`src/rtl/hazard_scoreboard.sv`:
```
// hazard_scoreboard: per-register latency scoreboard with MD-unit interlock; HDU_PERF_CNT_EN adds a stall cycle counter.
module hazard_scoreboard #(
  parameter int NREG     = 32,
  parameter int AW       = 5,
  parameter int LW       = 3,
  parameter int BR_EXTRA = 1,
  parameter int MD_LAT   = 6
) (
  input  logic          clk,
  input  logic          rst,
  input  logic          valid_id,
  input  logic          flush_id,
  input  logic [AW-1:0] Rs_id,
  input  logic [AW-1:0] Rt_id,
  input  logic          use_rs_id,
  input  logic          use_rt_id,
  input  logic          early_id,
  input  logic          RegWrite_id,
  input  logic [AW-1:0] RD_id,
  input  logic [LW-1:0] lat_id,
  input  logic          md_id,
  output logic          stall_o,
  output logic          PC_IFWrite_o,
  output logic          md_busy_o,
  output logic [31:0]   stall_cnt_o
);
  localparam logic [LW:0]   BRX  = (LW+1)'(BR_EXTRA);
  localparam logic [LW:0]   ONE  = (LW+1)'(1);
  localparam logic [LW-1:0] MDL  = LW'(MD_LAT);
  localparam logic [LW-1:0] MDL1 = LW'(MD_LAT + 1);
  logic [LW-1:0] cnt [NREG];
  logic [LW-1:0] md_cnt;
  logic [LW:0]   sum_rs, sum_rt;
  logic          haz_rs, haz_rt, haz_md, issue;
  // Sums are one bit wider so a full counter plus BR_EXTRA cannot wrap to "ready".
  always_comb begin
    sum_rs = {1'b0, cnt[Rs_id]} + (early_id ? BRX : '0);
    sum_rt = {1'b0, cnt[Rt_id]} + (early_id ? BRX : '0);
    haz_rs = use_rs_id && Rs_id != '0 && sum_rs > ONE;
    haz_rt = use_rt_id && Rt_id != '0 && sum_rt > ONE;
    haz_md = md_id && md_cnt != '0;
    stall_o = valid_id && !flush_id && (haz_rs || haz_rt || haz_md);
    issue = valid_id && !flush_id && !stall_o;
  end
  assign PC_IFWrite_o = !stall_o;
  assign md_busy_o    = md_cnt != '0;
  // Counters keep draining during stalls; a new write to the same register overrides the decrement.
  always_ff @(posedge clk or posedge rst) begin
    if (rst) begin
      for (int r = 0; r < NREG; r++) cnt[r] <= '0;
      md_cnt <= '0;
    end else begin
      for (int r = 0; r < NREG; r++)
        cnt[r] <= (r != 0 && issue && RegWrite_id && RD_id == AW'(r)) ? (md_id ? MDL1 : lat_id) :
                  (cnt[r] != '0 ? cnt[r] - 1'b1 : '0);
      md_cnt <= (issue && md_id) ? MDL : (md_cnt != '0 ? md_cnt - 1'b1 : '0);
    end
  end
`ifdef HDU_PERF_CNT_EN
  logic [31:0] stall_cnt;
  always_ff @(posedge clk or posedge rst) begin
    if (rst) stall_cnt <= '0;
    else if (stall_o && stall_cnt != '1) stall_cnt <= stall_cnt + 32'd1;
  end
  assign stall_cnt_o = stall_cnt;
`else
  assign stall_cnt_o = '0;
`endif
endmodule

```
`config.mk`:
```
export PLATFORM = sky130hd
export DESIGN_NAME = hazard_scoreboard
export DESIGN_NICKNAME = d
export VERILOG_FILES = /design/src/rtl/hazard_scoreboard.sv
export SDC_FILE = /design/constraint.sdc
export NUM_CORES = 1
export LEC_CHECK = 0
export CAP_MARGIN = 20
export CORE_ASPECT_RATIO = 1.25
export CORE_MARGIN = 2
export CORE_UTILIZATION = 45
export CTS_BUF_LIST = sky130_fd_sc_hd__clkbuf_8
export CTS_CLUSTER_SIZE = 14
export DETAILED_ROUTE_END_ITERATION = 6
export PLACE_DENSITY = 0.72
export SYNTH_ARGS = -nofsm -noshare
export SYNTH_HDL_FRONTEND = slang
export SYNTH_SLANG_ARGS = --single-unit
```
`constraint.sdc`:
```
create_clock -name clk -period 4.62 [get_ports clk]
set_input_delay 0.693 -clock clk [delete_from_list [all_inputs] [get_ports clk]]
set_output_delay 0.693 -clock clk [all_outputs]
set_load 0.01 [all_outputs]
```
==> out/qor.yml <==
layout_setup_ws_ns: 0.0780
p_leak_nw: 4.59
clock_skew_ns: 0.0144
place_ws_ns: -0.493
grt_pass1_wl_mm: 31.9
cp.arrival_ns: 3.85
port_buffers: 29
r2r_slack_ns: 0.57
seq_area_frac_synth_pct: 30.5
ys_types: 43
worst-path-max-fanout: 12
post-route-period-util_pct: 98.3
hold_viol: 0
wl_per_cell_um: 18.9
layout_common_cells: "dfrtp_1, mux2i_1, inv_1"
outcome: "completed"
vias: 5757
min_path_cells: 1
finalSetupViolations: 0
power_frac_seq_pct: 44.5
p_int_mw: 1.58
avgSynthCellArea_um2: 10.9
fin_tns_setup_ns: 0
critPathKind: "in2out"
synth_area_leaders: "dfrtp_1, mux2i_1, ha_1, mux2_1, mux4_2"
cts.clk_slew.worst_paths_ns: 0.09
drive_gt1_share_pct: 22.6
antenna_found_initial: 0
cts_buffers: 9
root_buffer: "clkbuf_8"
finalNetCount: 911
drt_wl_total_mm: 19.7
htree_levels: 3
first_pass_iters: 5
cts_buffer_depth: 2
instances_no_fill: 1042
placed_cells_incl_taps: 1024
rows: 54
seq_area_um2: 2480
dieArea_um2: 19100
cts_hold_buf: 0
fin_crit_ns: 4.54
synth_top_cell_by_area: "dfrtp_1"
max_slew_margin_pct: 30.1
switching_share_pct: 34.7
share_comb_of_total_power_pct: 31.4
grt_pass1_vias: 5970
cp-startpoint: "Rt_id[1]"
core_area_um2: 17600
die_height_um: 154
layout_commonest_cell: "dfrtp_1"
ir_worst_vdd_uv: 188
drv_cap: 0
p_sw_mw: 0.839
tritoncts: "done"
powerDensity_nw_per_um2: 265
min_to: "md_cnt[0]"
synth-edff-count: 0
hold_start: "md_cnt[0]"
drc: 0
drtIter0Drc: 303
initial_utilization_pct: 46.2
ant_nets: 0
synth_async_sr_flop_share_pct: 100
routabilityCongestion: 0.907
r2r-end: "cnt[18]"
worst_pin_slew_ns: 1.05
fmax_mhz: 220
grt_max_degree: 79
cts.sinks: 99
rr_startpoint: "cnt[57]"
fill_cells: 1548
cp.required_ns: 3.93
grt_use_total_pct: 21.9
ys_ff_latch: 99
multiInputGateArea_um2: 5080
yosys_warnings: 0
clkPwrFrac_pct: 24.1
total_power_mw: 2.42
cp-start-kind: "input port"
n_antenna_cell: 0
synth_top_area_share_pct: 30.5
hold_path.class: "reg2reg"
finalMaxSlewViolations: 0
die_x_um: 124
ios: 62
clk_latency_ns: 0.39
synthCells: 748
dp_hpwl_mm: 14.2
grt_overflow: 0
holdWs_ns: 0.453
ys.flop_type: "dfrtp_1"
area_growth_pct: 12.2
r2r_cells: 13
cp-end-kind: "output pin"
via_per_inst: 5.52
syn-cell-area_um2: 8120
==> cell usage after synthesis (4+ instances only) <==
library cell	count
dfrtp_1	99
mux2i_1	95
ha_1	70
inv_1	70
mux2_1	56
a21oi_1	44
nor2_1	40
buf_4	37
or2_2	34
and2_1	33
a22oi_1	32
nor3_4	27
mux4_2	20
clkbuf_1	16
nand2_1	10
buf_6	7
mux2_4	6
nor2b_1	6
a211oi_1	5
nand2b_1	4
nor3_2	4
==> worst max-delay path, cell delays in order <==
cell             delay (ns)
clkdlybuf4s50_1        0.51
buf_12                 0.15
mux4_2                 0.31
mux4_2                 0.48
mux2_2                 0.28
ha_1                   0.23
ha_4                   0.25
o311ai_4               0.36
o32ai_4                0.15
nand2_1                0.11
inv_1                  0.04
dlygate4sd2_1          0.27
==> registers in the layout, summed over array words and instances (netlist names) <==
register / flops
cnt: 96
md_cnt: 3
==> logic make-up after synthesis <==
logic type | share of synthesized area (%)
mux | 26.4
buf+inv | 8.99
compound gates | 7.18
simple gates | 16.1
fa+ha+maj | 10.8
flops | 30.5
other cells | 0.0462
==> worst max path at each step <==
| stage | to | depth (start not counted) |
|---|---|---|
| 2_1_floorplan | stall_o | 13 |
| 3_3_place_gp | PC_IFWrite_o | 13 |
| 3_5_place_dp | PC_IFWrite_o | 13 |
| 4_1_cts | stall_o | 12 |
| 5_1_grt | stall_o | 14 |
| 6_report | stall_o | 12 |
==> metal layers <==
| layer | global-route usage [%] | up-vias | part of all wire, % |
|---|---|---|---|
| li1 | - | 2666 | - |
| met1 | 28.7 | 2892 | 43 |
| met2 | 36.2 | 157 | 49 |
| met3 | 3.93 | 42 | 4.8 |
| met4 | 7.33 | 0 | 3.0 |
| met5 | 0 | - | 0 |
==> final cells by class <==
class	instances	area share, %
clock buffers	11	1.66
flip-flops and latches	99	27.2
inverters	70	2.91
well taps	224	3.08
clock inverters	4	0.467
multi-input cells	545	55.8
repair buffers	89	8.85
==> power by group through the flow <==
stage / clock network, mW / registers [mW] / logic (mW)
after floorplan: 0 / 1.03 / 0.590
after global placement: 0 / 1.09 / 0.707
after detailed placement: 0 / 1.09 / 0.724
after CTS: 0.595 / 1.07 / 0.740
after global routing: 0.627 / 1.09 / 0.836
final: 0.581 / 1.08 / 0.758
==> through the flow <==
stage	utilization (%)	cell area, um^2
2_1_floorplan	-	8240
3_3_place_gp	50.1	8810
3_5_place_dp	50.1	8810
4_1_cts	51.5	9040
5_1_grt	51.8	9110
6_report	51.8	9110
==> what timing repair did <==
action                     in CTS  in global routing
setup endpoints to repair       2                  2
cloned                          1                  0
resized for setup               8                  4
hold endpoints to repair        0                  0
setup buffers                   1                  0
pin swaps                       2                  3
Power figures use the tool's default switching activity.
